--- src/rtl/ex_iter_divider_pkg.sv ---
// Shared definitions for the execute-stage iterative divider: ALU function codes,
// FSM state encoding and the fixed special-case result constants.
package ex_iter_divider_pkg;

    localparam logic [4:0] ALU_DIV  = 5'd12;
    localparam logic [4:0] ALU_DIVU = 5'd13;
    localparam logic [4:0] ALU_REM  = 5'd14;
    localparam logic [4:0] ALU_REMU = 5'd15;

    localparam logic [31:0] DIV_BY_ZERO_Q = 32'hFFFF_FFFF;
    localparam logic [31:0] INT_MIN       = 32'h8000_0000;

    typedef enum logic [1:0] {
        IDLE = 2'd0,
        CALC = 2'd1,
        DONE = 2'd2
    } div_state_t;

    function automatic logic is_div_op(input logic [4:0] fn);
        return (fn == ALU_DIV) || (fn == ALU_DIVU) || (fn == ALU_REM) || (fn == ALU_REMU);
    endfunction

endpackage

--- src/rtl/ex_iter_divider_core.sv ---
// Radix-2 restoring unsigned divider datapath: one quotient bit per step, MSB first.
// Exposes the post-step quotient/remainder so the wrapper can capture the final values.
module div_unsigned_core #(
    parameter int XLEN  = 32,
    parameter int CNT_W = 5
) (
    input  logic            clk,
    input  logic            reset,
    input  logic            load,
    input  logic            step,
    input  logic [XLEN-1:0] dividend,
    input  logic [XLEN-1:0] divisor,
    output logic            last,
    output logic [XLEN-1:0] quo_next,
    output logic [XLEN-1:0] rem_next
);

    logic [XLEN-1:0]  rem_q;
    logic [XLEN-1:0]  quo_q;
    logic [XLEN-1:0]  div_q;
    logic [CNT_W-1:0] cnt;
    logic [XLEN:0]    r_shift;
    logic             ge;

    // The shifted partial remainder needs one extra bit; after a restoring step it always fits XLEN.
    always_comb begin
        r_shift  = {rem_q, quo_q[XLEN-1]};
        ge       = (r_shift >= {1'b0, div_q});
        rem_next = ge ? (r_shift[XLEN-1:0] - div_q) : r_shift[XLEN-1:0];
        quo_next = {quo_q[XLEN-2:0], ge};
        last     = (cnt == CNT_W'(XLEN - 1));
    end

    always_ff @(posedge clk) begin
        if (reset) begin
            cnt <= '0;
        end else if (load) begin
            cnt <= '0;
        end else if (step) begin
            cnt <= cnt + 1'b1;
        end
    end

    always_ff @(posedge clk) begin
        if (load) begin
            rem_q <= '0;
            quo_q <= dividend;
            div_q <= divisor;
        end else if (step) begin
            rem_q <= rem_next;
            quo_q <= quo_next;
        end
    end

endmodule

--- src/rtl/ex_iter_divider.sv ---
// Multi-cycle RV32M DIV/DIVU/REM/REMU unit: FSM, sign handling and special cases
// around the unsigned shift/subtract core.
module ex_iter_divider
    import ex_iter_divider_pkg::*;
#(
    parameter int XLEN  = 32,
    parameter int CNT_W = 5
) (
    input  logic            clk,
    input  logic            reset,
    input  logic            start,
    input  logic [4:0]      alu_function,
    input  logic [XLEN-1:0] in1,
    input  logic [XLEN-1:0] in2,
    input  logic            kill,
    output logic            busy,
    output logic            done,
    output logic [XLEN-1:0] result
);

    div_state_t      state, state_next;
    logic            accept, special, is_signed, is_rem;
    logic            load, step, last;
    logic [XLEN-1:0] abs1, abs2, special_val;
    logic [XLEN-1:0] quo_next, rem_next;
    logic            op_rem, neg_q, neg_r;
    logic [XLEN-1:0] pend;
    logic [XLEN-1:0] result_q;

    function automatic logic [XLEN-1:0] abs_val(input logic signed [XLEN-1:0] v, input logic sgn);
        return (sgn && v[XLEN-1]) ? XLEN'(-v) : v;
    endfunction

    function automatic logic [XLEN-1:0] apply_sign(input logic signed [XLEN-1:0] v, input logic neg);
        return neg ? XLEN'(-v) : v;
    endfunction

    always_comb begin
        is_signed   = (alu_function == ALU_DIV) || (alu_function == ALU_REM);
        is_rem      = (alu_function == ALU_REM) || (alu_function == ALU_REMU);
        abs1        = abs_val(in1, is_signed);
        abs2        = abs_val(in2, is_signed);
        special     = 1'b0;
        special_val = '0;
        if (in2 == '0) begin
            special     = 1'b1;
            special_val = is_rem ? in1 : DIV_BY_ZERO_Q;
        end else if (is_signed && (in1 == INT_MIN) && (in2 == '1)) begin
            special     = 1'b1;
            special_val = is_rem ? '0 : INT_MIN;
        end
    end

    always_ff @(posedge clk) begin
        if (reset) state <= IDLE;
        else       state <= state_next;
    end

    always_comb begin
        state_next = state;
        accept     = 1'b0;
        load       = 1'b0;
        step       = 1'b0;
        done       = 1'b0;
        unique case (state)
            IDLE: begin
                if (start && !kill && is_div_op(alu_function)) begin
                    accept     = 1'b1;
                    load       = !special;
                    state_next = special ? DONE : CALC;
                end
            end
            CALC: begin
                if (kill) begin
                    state_next = IDLE;
                end else begin
                    step = 1'b1;
                    if (last) state_next = DONE;
                end
            end
            DONE: begin
                done       = !kill;
                state_next = IDLE;
            end
            default: state_next = IDLE;
        endcase
    end

    assign busy = (state != IDLE);

    div_unsigned_core #(.XLEN(XLEN), .CNT_W(CNT_W)) u_core (
        .clk      (clk),
        .reset    (reset),
        .load     (load),
        .step     (step),
        .dividend (abs1),
        .divisor  (abs2),
        .last     (last),
        .quo_next (quo_next),
        .rem_next (rem_next)
    );

    // The pending value only becomes the held result once done actually fires, so a kill keeps the old one.
    always_ff @(posedge clk) begin
        if (accept) begin
            op_rem <= is_rem;
            neg_q  <= is_signed && (in1[XLEN-1] ^ in2[XLEN-1]);
            neg_r  <= is_signed && in1[XLEN-1];
            if (special) pend <= special_val;
        end else if (step && last) begin
            pend <= op_rem ? apply_sign(rem_next, neg_r) : apply_sign(quo_next, neg_q);
        end
    end

    always_ff @(posedge clk) begin
        if (reset)     result_q <= '0;
        else if (done) result_q <= pend;
    end

    assign result = (state == DONE) ? pend : result_q;

endmodule

--- config.mk ---
export PLATFORM = sky130hd
export DESIGN_NAME = ex_iter_divider
export DESIGN_NICKNAME = d
export VERILOG_FILES = /design/src/rtl/ex_iter_divider_pkg.sv /design/src/rtl/ex_iter_divider_core.sv /design/src/rtl/ex_iter_divider.sv
export SDC_FILE = /design/constraint.sdc
export NUM_CORES = 1
export LEC_CHECK = 0
export CAP_MARGIN = 20
export CORE_MARGIN = 2
export CORE_UTILIZATION = 30
export DETAILED_ROUTE_END_ITERATION = 16
export PLACE_DENSITY = 0.45
export SLEW_MARGIN = 20
export SYNTH_ARGS = -nofsm -noshare
export SYNTH_HDL_FRONTEND = slang
export SYNTH_HIERARCHICAL = 1
export SYNTH_SLANG_ARGS = --single-unit
--- constraint.sdc ---
create_clock -name clk -period 8.9 [get_ports clk]
set_clock_uncertainty 0.1 [all_clocks]
set_input_delay 0.89 -clock clk [delete_from_list [all_inputs] [get_ports clk]]
set_output_delay 0.89 -clock clk [all_outputs]
set_load 0.02 [all_outputs]
==> impl_metrics.py, run 1 <==
metrics = {
    "yosys": {
        "synth_compound_area_share_pct": 18.32,
        "synthCells": 1430,
        "synthXorXnorAreaFrac_pct": 9.859,
        "synth_edf_count": 99,
        "synth-async-reset-ratio_pct": 0,
        "synth_nets": 1543,
        "synth_top_area_share_pct": 23.57,
        "synth_top_family_by_area": "compound AO/OA/AOI/OAI gates",
        "ys_top_cells_by_area": "edfxtp_1 (24%), dfxtp_1 (11%), mux2_2 (7.9%)",
        "ys_warn_count": 6,
        "synth_common_cells": "nand2_1 (156), nor2_1 (133), edfxtp_1 (99)",
        "synthAdderAreaFrac_pct": 4.027,
        "synthMostInstantiatedCell": "nand2_1",
        "synth-simple-area-share_pct": 18.09,
        "synth_largest_area_cell": "edfxtp_1",
        "yosysSeqAreaShare_pct": 34.83,
        "synth_seq_cells": 170,
        "synthMuxAreaShare_pct": 8.371,
        "syn_avg_cell_area_um2": 8.821,
        "synth_area_mm2": 0.01261,
        "yosys_most_used_dff": "edfxtp_1",
        "synth_cell_types": 84,
    },
    "worst_setup_path": {
        "crit_family": "compound AO/OA/AOI/OAI gates",
        "path_class": "flip-flop to flip-flop",
        "cp_slowest_stage_delay_ps": 670,
        "required_ps": 9000,
        "endpoint_kind": "flip-flop",
        "crit_fanout": 32,
        "path_buf_inv": 2,
        "arrival_ps": 5820,
        "slowest_stage": "nor4_1",
        "start_kind": "flip-flop",
        "critPathMostFrequentCell": "o2111ai_1",
        "cp_cell_sequence": "inv_1, ha_1, nor2b_2, o2111ai_1, a311o_1, a21oi_4, o2111ai_1, a21o_2, inv_4, mux2_2, nor4_1, nand3_1, or4_1, o31ai_1, xor2_1, o221ai_2",
    },
    "finish": {
        "drive_above_1_share_pct": 11.71,
        "final_nets": 1578,
        "syn_to_final_growth_pct": 15.11,
        "fillers": 4283,
    },
    "clocking": {
        "cts_hold_buf": 0,
        "post_cts_buffers": 0,
        "cts.htree.levels": 4,
        "cts_tree": "built",
        "path_clk_slew_ps": 70,
        "cts_num_sinks": 170,
        "cts-resized-gates": 0,
        "clk_latency_ps": 460,
        "root_buffer": "clkbuf_16",
        "cts_max_path_buffers": 2,
        "cts_buffers": 17,
    },
    "sta": {
        "slew_headroom_pct": 31.71,
        "final_max_slew_viol_count": 0,
        "finalHoldViolCount": 0,
        "tightestPinTransition_ps": 1015,
        "layout_min_cycle_time_ps": 5728,
        "finalSetupTns_ps": 0,
        "timing.fmax_ghz": 0.1746,
        "setup_viol": 0,
        "rsz0062_at_grt": "false",
        "fin_crit_sh_pct": 64.35,
    },
    "placement": {
        "place_congestion": 0.8750,
        "io_buffers": 106,
        "hpwl_mm": 30.91,
    },
    "die": {
        "chipWidth_um": 209.1,
        "core_mm2": 0.04176,
        "die-area_mm2": 0.04370,
        "rows": 75,
        "fp.dieH_um": 209.1,
        "io_pins": 107,
        "start_util_pct": 30.21,
    },
    "grt": {
        "grt_pass1_vias": 10350,
        "antenna_found_initial": 0,
        "grt-ovfl-total": 0,
        "grt_start_max_net_pins": 52,
        "grt_first_pass_wirelength_mm": 62.65,
        "track_usage_pct": 18.71,
    },
    "route": {
        "drc": 0,
        "vias": 10770,
        "firstDrtPassIters": 5,
        "drtIter0Drc": 799,
        "vias_per_cell": 5.337,
        "wirelength_mm": 40.94,
        "drtAntennaViolNets": 0,
        "wire_per_inst_um": 20.29,
    },
    "pwr": {
        "total_power_mw": 2.467,
        "power_density_mw_per_mm2": 169.9,
        "leakagePower_nw": 5.375,
        "irDropWorstVdd_uv": 112.5,
    },
    "hold_path": {
        "worstHoldPathType": "flip-flop to flip-flop",
    },
    "run": {
        "drv_cap": 0,
    },
    "run_status": {
        "status": "completed",
    },
}
[worst reg2reg max path, stage by stage (launching register included)]
cell and delay, ps:
edfxtp_1 370, inv_1 50, ha_1 280, nor2b_2 150, o2111ai_1 170, a311o_1 480
a21oi_4 210, o2111ai_1 150, a21o_2 440, inv_4 440, mux2_2 440, nor4_1 670
nand3_1 420, or4_1 500, o31ai_1 250, xor2_1 220, o221ai_2 120
[per-layer routing]
| metal | track usage, % | wire (um) | part of all wire (%) |
|---|---|---|---|
| met2 | 29.30 | 18360 | 45 |
| met5 | 0 | 0 | 0 |
| met1 | 26.17 | 19740 | 48 |
| met4 | 6.305 | 1058 | 2.6 |
| met3 | 2.991 | 1771 | 4.3 |
[flip-flops by register name, summed over array words and instances, names as in the netlist]
name          cells
pend             32
result_q         32
u_core/div_q     32
u_core/quo_q     32
u_core/rem_q     32
u_core/cnt        5
state             2
neg_q             1
neg_r             1
op_rem            1
[final timing paths]
path / slack, ps / end / startpoint / cells past startpoint
setup reg to reg: 3170 / pend[18]$_DFFE_PP_ / u_core/div_q[1]$_DFFE_PP_ / 16
hold reg to reg: 350 / result_q[0]$_SDFFE_PP0P_ / result_q[0]$_SDFFE_PP0P_ / 2
setup / recovery: 3170 / pend[18]$_DFFE_PP_ / u_core/div_q[1]$_DFFE_PP_ / 16
hold / removal: 350 / result_q[0]$_SDFFE_PP0P_ / result_q[0]$_SDFFE_PP0P_ / 2
[final cells by class]
type | count | area (um2) | area share [%]
diodes | 1 | 2.502 | 0.01723
clock buffers | 19 | 454.2 | 3.128
clock inverters | 13 | 151.4 | 1.043
inverters | 65 | 246.5 | 1.698
multi-input cells | 1091 | 7423 | 51.12
flip-flops and latches | 170 | 4394 | 30.26
well taps | 539 | 674.4 | 4.645
repair buffers | 120 | 1174 | 8.083
[stage by stage]
| stage | setup slack [ps] | instances | util, % | cell area (um2) | hold WS (ps) |
|---|---|---|---|---|---|
| global placement | 3098 | 1984 | 33.26 | 13890 | 338.9 |
| detailed placement | 3119 | 1984 | 33.28 | 13900 | 347.3 |
| global route | 2790 | 2017 | 34.77 | 14520 | 373.9 |
| CTS | 3208 | 2016 | 34.73 | 14500 | 357.0 |
| finish | 3172 | 2018 | 34.77 | 14520 | 353.9 |
| floorplan | 2783 | 1430 | - | 12610 | 333.8 |
[power breakdown]
| group | internal, mW | total [mW] | switching (mW) |
|---|---|---|---|
| sequential | 0.874 | 0.908 | 0.0333 |
| combinational | 0.307 | 0.785 | 0.478 |
| clock | 0.394 | 0.775 | 0.381 |
| total | 1.57 | 2.47 | 0.893 |
[cell usage in the layout (no fill, tap or decap), types with 16 or more instances in the layout]
cell | synthesis | final
xor2_1 | 64 | 64
dfxtp_1 | 71 | 71
nor2_1 | 133 | 133
clkdlybuf4s50_1 | 0 | 106
o31ai_1 | 34 | 34
o41ai_1 | 22 | 22
nand2b_1 | 16 | 16
clkbuf_16 | 0 | 18
ha_1 | 39 | 39
inv_1 | 63 | 63
nand4_1 | 19 | 19
nor3_1 | 29 | 28
o21ai_0 | 62 | 62
edfxtp_1 | 99 | 99
o21a_1 | 23 | 23
mux2_2 | 88 | 88
nand3_1 | 19 | 19
a21oi_1 | 91 | 91
xnor2_1 | 78 | 78
nand2_1 | 156 | 155
[logic make-up after synthesis]
| group | Yosys count |
|---|---|
| xor gates and xnor gates | 142 |
| and+or+nand+nor | 473 |
| muxes | 94 |
| DFF | 170 |
| adders and majority gates | 40 |
| AOI/OAI and AO/OA | 342 |
| buffers and inverters | 169 |
Power figures use the tool's default switching activity.
==> run 2: changes to the inputs <==
==> constraint.sdc (replaced) <==
create_clock -name clk -period 5.66 [get_ports clk]
set_clock_uncertainty 0.1 [all_clocks]
set_input_delay 0.566 -clock clk [delete_from_list [all_inputs] [get_ports clk]]
set_output_delay 0.566 -clock clk [all_outputs]
set_load 0.02 [all_outputs]
==> run 2 against run 1 <==
Net effect: clock power increased by 61%; power increased by 58%; register-to-register slack got worse by 2600 ps; critical endpoint is now pend[26]$_DFFE_PP_; largest power group unchanged.
==> impl_metrics.py, run 2 (synthesis results as in run 1) <==
metrics = {
    "pwr": {
        "irDropWorstVdd_uv": 162.3,
        "leakagePower_nw": 5.443,
        "power_density_mw_per_mm2": 266.8,
        "power.switching_mw": 1.342,
        "pwr-share-clk_pct": 32.1,
        "combinationalPowerShare_pct": 31.2,
        "power_frac_seq_pct": 36.7,
        "intPower_mw": 2.560,
        "swShare_pct": 34.39,
    },
    "finish": {
        "fillers": 4307,
        "multi_input_area_mm2": 0.007421,
        "final_nets": 1591,
        "seq_area_mm2": 0.004394,
        "syn_to_final_growth_pct": 15.96,
        "layout_common_cells": "nand2_1 (156), nor2_1 (133), clkdlybuf4s50_1 (106)",
        "drive_above_1_share_pct": 12.34,
        "final_common_cell": "nand2_1",
        "antenna_cells": 0,
        "utilization_pct": 35.03,
    },
    "hold_path": {
        "hold_end": "result_q[3]$_SDFFE_PP0P_",
        "hold_start": "result_q[3]$_SDFFE_PP0P_",
        "worstHoldPathType": "flip-flop to flip-flop",
        "min_path_cells": 2,
    },
    "worst_setup_path": {
        "timing.rr.end": "pend[26]$_DFFE_PP_",
        "crit_fanout": 32,
        "required_ps": 5720,
        "endpoint_kind": "flip-flop",
        "start_kind": "flip-flop",
        "path_class": "flip-flop to flip-flop",
        "arrival_ps": 5140,
        "r2r_cells": 16,
        "r2r-start": "u_core/div_q[20]$_DFFE_PP_",
        "r2r_slack_ps": 580,
    },
    "sta": {
        "tightestPinTransition_ps": 971.0,
        "finalSetupTns_ps": 0,
        "layout_min_cycle_time_ps": 5080,
        "slew_headroom_pct": 34.67,
        "fin_crit_sh_pct": 89.76,
        "rsz0062_at_grt": "false",
        "timing.fmax_ghz": 0.1968,
        "finalHoldViolCount": 0,
        "setup_viol": 0,
        "final_max_slew_viol_count": 0,
    },
    "clocking": {
        "cts_buffers": 17,
        "path_clk_slew_ps": 80,
        "cts-resized-gates": 0,
        "post_cts_buffers": 0,
        "cts_max_path_buffers": 2,
        "root_buffer": "clkbuf_16",
        "cts_tree": "built",
        "cts.htree.levels": 4,
        "cts_hold_buf": 0,
        "cts_num_sinks": 170,
        "clk_latency_ps": 450,
    },
    "die": {
        "io_pins": 107,
        "fp.dieH_um": 209.1,
        "core_mm2": 0.04176,
        "die-area_mm2": 0.04370,
        "start_util_pct": 30.21,
        "rows": 75,
        "chipWidth_um": 209.1,
    },
    "grt": {
        "grt_first_pass_wirelength_mm": 61.74,
        "antenna_found_initial": 0,
        "grt-ovfl-total": 0,
        "grt_pass1_vias": 10210,
        "track_usage_pct": 18.43,
        "grt_start_max_net_pins": 96,
    },
    "route": {
        "drc": 0,
        "vias_per_cell": 5.295,
        "firstDrtPassIters": 6,
        "vias": 10750,
        "wire_per_inst_um": 19.85,
        "wirelength_mm": 40.30,
        "drtIter0Drc": 913,
        "drtAntennaViolNets": 0,
    },
    "placement": {
        "place_congestion": 0.8440,
        "io_buffers": 106,
        "hpwl_mm": 30.72,
    },
    "run": {
        "drv_cap": 0,
    },
    "run_status": {
        "status": "completed",
    },
}
run 2: final cells by class:
class                           instances  share of cell area (%)
Tap cell                              539                   4.610
Sequential cell                       170                   30.04
Clock buffer                           19                   3.105
Inverter                               65                   1.685
Multi-Input combinational cell       1091                   50.73
Timing Repair Buffer                  133                   8.776
Clock inverter                         13                   1.052
run 2: per-stage QoR:
stage          std cells  setup slack [ps]  hold WS [ps]  area, um2  total power [mW]
3_3_place_gp        1997             686.3         339.4      14000             2.670
4_1_cts             2029             619.0         355.1      14610             3.930
6_report            2030             579.8         354.2      14630             3.902
2_1_floorplan       1430             710.6         333.8      12620             2.272
5_1_grt             2030             188.8         373.1      14630             4.102
3_5_place_dp        1997             636.6         344.5      14000             2.667
run 2: how the worst max path moves through the flow:
stage | start | endpoint | cells past startpoint
after detailed placement | u_core/div_q[1]$_DFFE_PP_ | pend[20]$_DFFE_PP_ | 17
after global routing | u_core/div_q[1]$_DFFE_PP_ | pend[20]$_DFFE_PP_ | 17
after global placement | u_core/div_q[1]$_DFFE_PP_ | pend[26]$_DFFE_PP_ | 16
after CTS | u_core/div_q[1]$_DFFE_PP_ | pend[20]$_DFFE_PP_ | 17
final | u_core/div_q[20]$_DFFE_PP_ | pend[26]$_DFFE_PP_ | 16
after floorplan | u_core/div_q[1]$_DFFE_PP_ | pend[18]$_DFFE_PP_ | 17
run 2: power groups by stage:
stage                     combinational [mW]  clock [mW]  sequential, mW
after CTS                               1.21        1.28            1.43
after global routing                    1.34        1.33            1.44
after floorplan                        0.843           0            1.43
final                                   1.22        1.25            1.43
after global placement                  1.21           0            1.46
after detailed placement                1.21           0            1.46
run 2: worst max-delay path, cell delays in order, from the launching register on:
cell and delay (ps):
edfxtp_1 330, inv_1 50, ha_1 510, nand4_1 230
nor4bb_1 510, a31oi_1 150, o211ai_1 170, nor2_1 60
a21o_2 210, inv_4 320, mux2_2 440, nor4_1 450
nand4b_1 390, o41ai_1 500, xnor2_1 160, nand2_1 90
o221ai_1 130
run 2: routing by layer:
| layer | GRT usage (%) | share of wire, % | vias to the layer above |
|---|---|---|---|
| met5 | 0 | 0 | - |
| met4 | 5.665 | 2.4 | 0 |
| met2 | 28.86 | 45 | 269 |
| met1 | 26.04 | 48 | 5172 |
| met3 | 2.870 | 4.6 | 37 |
| li1 | - | - | 5271 |
==> run 3: changes to the inputs <==
--- a/config.mk
+++ b/config.mk
@@ -9,7 +9,7 @@
 export CORE_MARGIN = 2
 export CORE_UTILIZATION = 30
 export DETAILED_ROUTE_END_ITERATION = 16
-export PLACE_DENSITY = 0.45
+export PLACE_DENSITY = 0.47
 export SLEW_MARGIN = 20
 export SYNTH_ARGS = -nofsm -noshare
 export SYNTH_HDL_FRONTEND = slang
==> constraint.sdc (replaced) <==
create_clock -name clk -period 4.5 [get_ports clk]
set_clock_uncertainty 0.1 [all_clocks]
set_input_delay 0.45 -clock clk [delete_from_list [all_inputs] [get_ports clk]]
set_output_delay 0.45 -clock clk [all_outputs]
set_load 0.02 [all_outputs]
==> run 3 against run 2 <==
Net effect: critical path depth is 1 higher; die area unchanged; clock power is 22% higher; largest power group is now combinational cells; final area increased by 9.7%; combinational power rose by 70%.
==> impl_metrics.py, run 3 (synthesis results as in run 1) <==
metrics = {
    "run_status": {
        "status": "completed",
    },
    "hold_path": {
        "hold_end": "result_q[9]$_SDFFE_PP0P_",
        "hold_start": "result_q[9]$_SDFFE_PP0P_",
        "min_path_cells": 2,
        "worstHoldPathType": "flip-flop to flip-flop",
    },
    "worst_setup_path": {
        "cp_cell_sequence": "inv_1, ha_1, nor2b_4, o2111ai_4, a311o_1, a21oi_4, buf_4, o21a_1, a21oi_1, xor2_1, o21ai_0, or4_4, or2_4, nor4_2, nor2_1, xor2_1, a211o_1",
        "r2r-start": "u_core/div_q[1]$_DFFE_PP_",
        "timing.rr.end": "pend[28]$_DFFE_PP_",
        "slowest_stage": "or4_4",
        "required_ps": 4600,
        "cp_slowest_stage_delay_ps": 560,
        "crit_fanout": 3,
        "critPathMostFrequentCell": "xor2_1",
        "r2r_cells": 17,
        "path_class": "flip-flop to flip-flop",
        "arrival_ps": 4550,
        "r2r_slack_ps": 50,
        "start_kind": "flip-flop",
        "endpoint_kind": "flip-flop",
    },
    "die": {
        "chipWidth_um": 209.1,
        "fp.dieH_um": 209.1,
        "rows": 75,
        "start_util_pct": 30.21,
        "core_mm2": 0.04176,
        "die-area_mm2": 0.04370,
        "io_pins": 107,
    },
    "placement": {
        "dp_cells": 2099,
        "hpwl_mm": 32.12,
        "pre_cts_ws_ps": -184.4,
        "io_buffers": 106,
        "place_congestion": 0.8668,
    },
    "pwr": {
        "swShare_pct": 36.08,
        "total_power_mw": 5.411,
        "power_density_mw_per_mm2": 337.1,
        "irDropWorstVdd_uv": 247.5,
        "leakagePower_nw": 6.205,
        "power_frac_seq_pct": 33.3,
        "combinationalPowerShare_pct": 38.5,
        "pwr-share-clk_pct": 28.2,
        "intPower_mw": 3.459,
        "power.switching_mw": 1.952,
    },
    "clocking": {
        "cts_hold_buf": 0,
        "cts_num_sinks": 170,
        "cts_buffers": 17,
        "cts_max_path_buffers": 2,
        "cts_tree": "built",
        "clk_latency_ps": 450,
        "root_buffer": "clkbuf_16",
        "cts.htree.levels": 4,
        "path_clk_slew_ps": 80,
    },
    "finish": {
        "antenna_cells": 0,
        "final_cells": 2145,
        "layout_common_cells": "nand2_1 (154), nor2_1 (131), buf_4 (131)",
        "drive_above_1_share_pct": 22.42,
        "fillers": 4169,
        "final_common_cell": "nand2_1",
        "syn_to_final_growth_pct": 27.26,
        "final_nets": 1706,
    },
    "sta": {
        "setup_ws_ps": 49.07,
        "tightestPinTransition_ps": 1202,
        "fin_crit_sh_pct": 98.91,
        "finalHoldViolCount": 0,
        "final_max_slew_viol_count": 0,
        "slew_headroom_pct": 19.86,
        "setup_viol": 0,
        "layout_min_cycle_time_ps": 4451,
        "timing.fmax_ghz": 0.2247,
        "rsz0062_at_grt": "true",
    },
    "route": {
        "drtIter0Drc": 846,
        "drc": 0,
        "firstDrtPassIters": 5,
        "vias": 11320,
        "vias_per_cell": 5.278,
        "drtAntennaViolNets": 0,
        "wirelength_mm": 42.32,
        "wire_per_inst_um": 19.73,
    },
    "grt": {
        "grt_pass1_vias": 10820,
        "antenna_found_initial": 1,
        "track_usage_pct": 19.00,
        "grt-ovfl-total": 0,
        "grt_first_pass_wirelength_mm": 64.09,
        "grt_start_max_net_pins": 96,
    },
    "run": {
        "drv_cap": 0,
    },
}
-- run 3: cell count changes in the layout (fill, tap and decap cells not counted), moves of 5 or more --
cell      change
o41ai_1       -9
o21ai_1       +6
clkinv_8      +5
a21oi_1       -9
ha_4          +9
ha_1         -10
o41ai_2       +5
a21oi_2       +7
nor4_1        -5
o21ai_0       -7
mux2_2        -7
buf_6         +7
mux2_4        +7
buf_4       +106
-- run 3: through the flow --
stage / hold slack (ps) / util (%) / setup TNS (ps) / area, um2
final: 353.1 / 38.44 / 0 / 16050
after global routing: 377.5 / 38.44 / -863.3 / 16050
after CTS: 354.8 / 37.05 / -61.54 / 15470
after detailed placement: 343.9 / 35.45 / -1594 / 14800
after global placement: 338.9 / 35.45 / -681.7 / 14800
after floorplan: 333.8 / - / 0 / 12660
-- run 3: critical path: cells and delay by family, from the launching register on --
kind | cells | cell delay (ps)
simple gates | 5 | 1310
fa+ha+maj | 1 | 230
flops | 1 | 410
buf+inv | 2 | 230
compound gates | 7 | 1550
xor+xnor | 2 | 380
-- run 3: final cells by class --
| type | count | area, um2 | area share (%) |
|---|---|---|---|
| tap | 539 | 674.4 | 4.201 |
| clock buffer | 18 | 439.2 | 2.736 |
| inverter | 65 | 254.0 | 1.582 |
| timing repair buffer | 248 | 2198 | 13.69 |
| multi-input combinational | 1091 | 7924 | 49.36 |
| sequential | 170 | 4397 | 27.39 |
| clock inverter | 14 | 166.4 | 1.037 |
-- run 3: worst max-delay path by stage --
| stage | depth (start not counted) | slack [ps] | start | to |
|---|---|---|---|---|
| detailed placement | 18 | -180 | u_core/rem_q[15]$_SDFFE_PP0P_ | pend[20]$_DFFE_PP_ |
| global route | 17 | -150 | u_core/quo_q[31]$_DFFE_PP_ | pend[28]$_DFFE_PP_ |
| global placement | 18 | -100 | u_core/rem_q[15]$_SDFFE_PP0P_ | pend[30]$_DFFE_PP_ |
| finish | 17 | 50 | u_core/div_q[1]$_DFFE_PP_ | pend[28]$_DFFE_PP_ |
| floorplan | 17 | 30 | u_core/div_q[1]$_DFFE_PP_ | pend[18]$_DFFE_PP_ |
| CTS | 17 | -40 | u_core/rem_q[15]$_SDFFE_PP0P_ | pend[28]$_DFFE_PP_ |
-- run 3: power groups by stage --
stage          clock network (mW)  registers, mW  logic (mW)
2_1_floorplan                   0           1.80        1.07
3_3_place_gp                    0           1.83        1.82
3_5_place_dp                    0           1.83        1.83
4_1_cts                      1.56           1.80        1.86
5_1_grt                      1.63           1.81        2.24
6_report                     1.53           1.80        2.08
-- run 3: what timing repair did --
action                                  in CTS  in global routing
buffers inserted                             1                 12
gates resized for setup                     11                 90
pin swaps                                    1                 22
endpoints found under the setup margin      15                 26
-- run 3: routing by layer --
layer	vias to the layer above	share of wire, %	global-route usage [%]
met5	-	0	0
met4	0	1.9	4.926
met3	36	5.0	3.246
met2	284	46	30.57
met1	5496	47	26.36
li1	5505	-	-
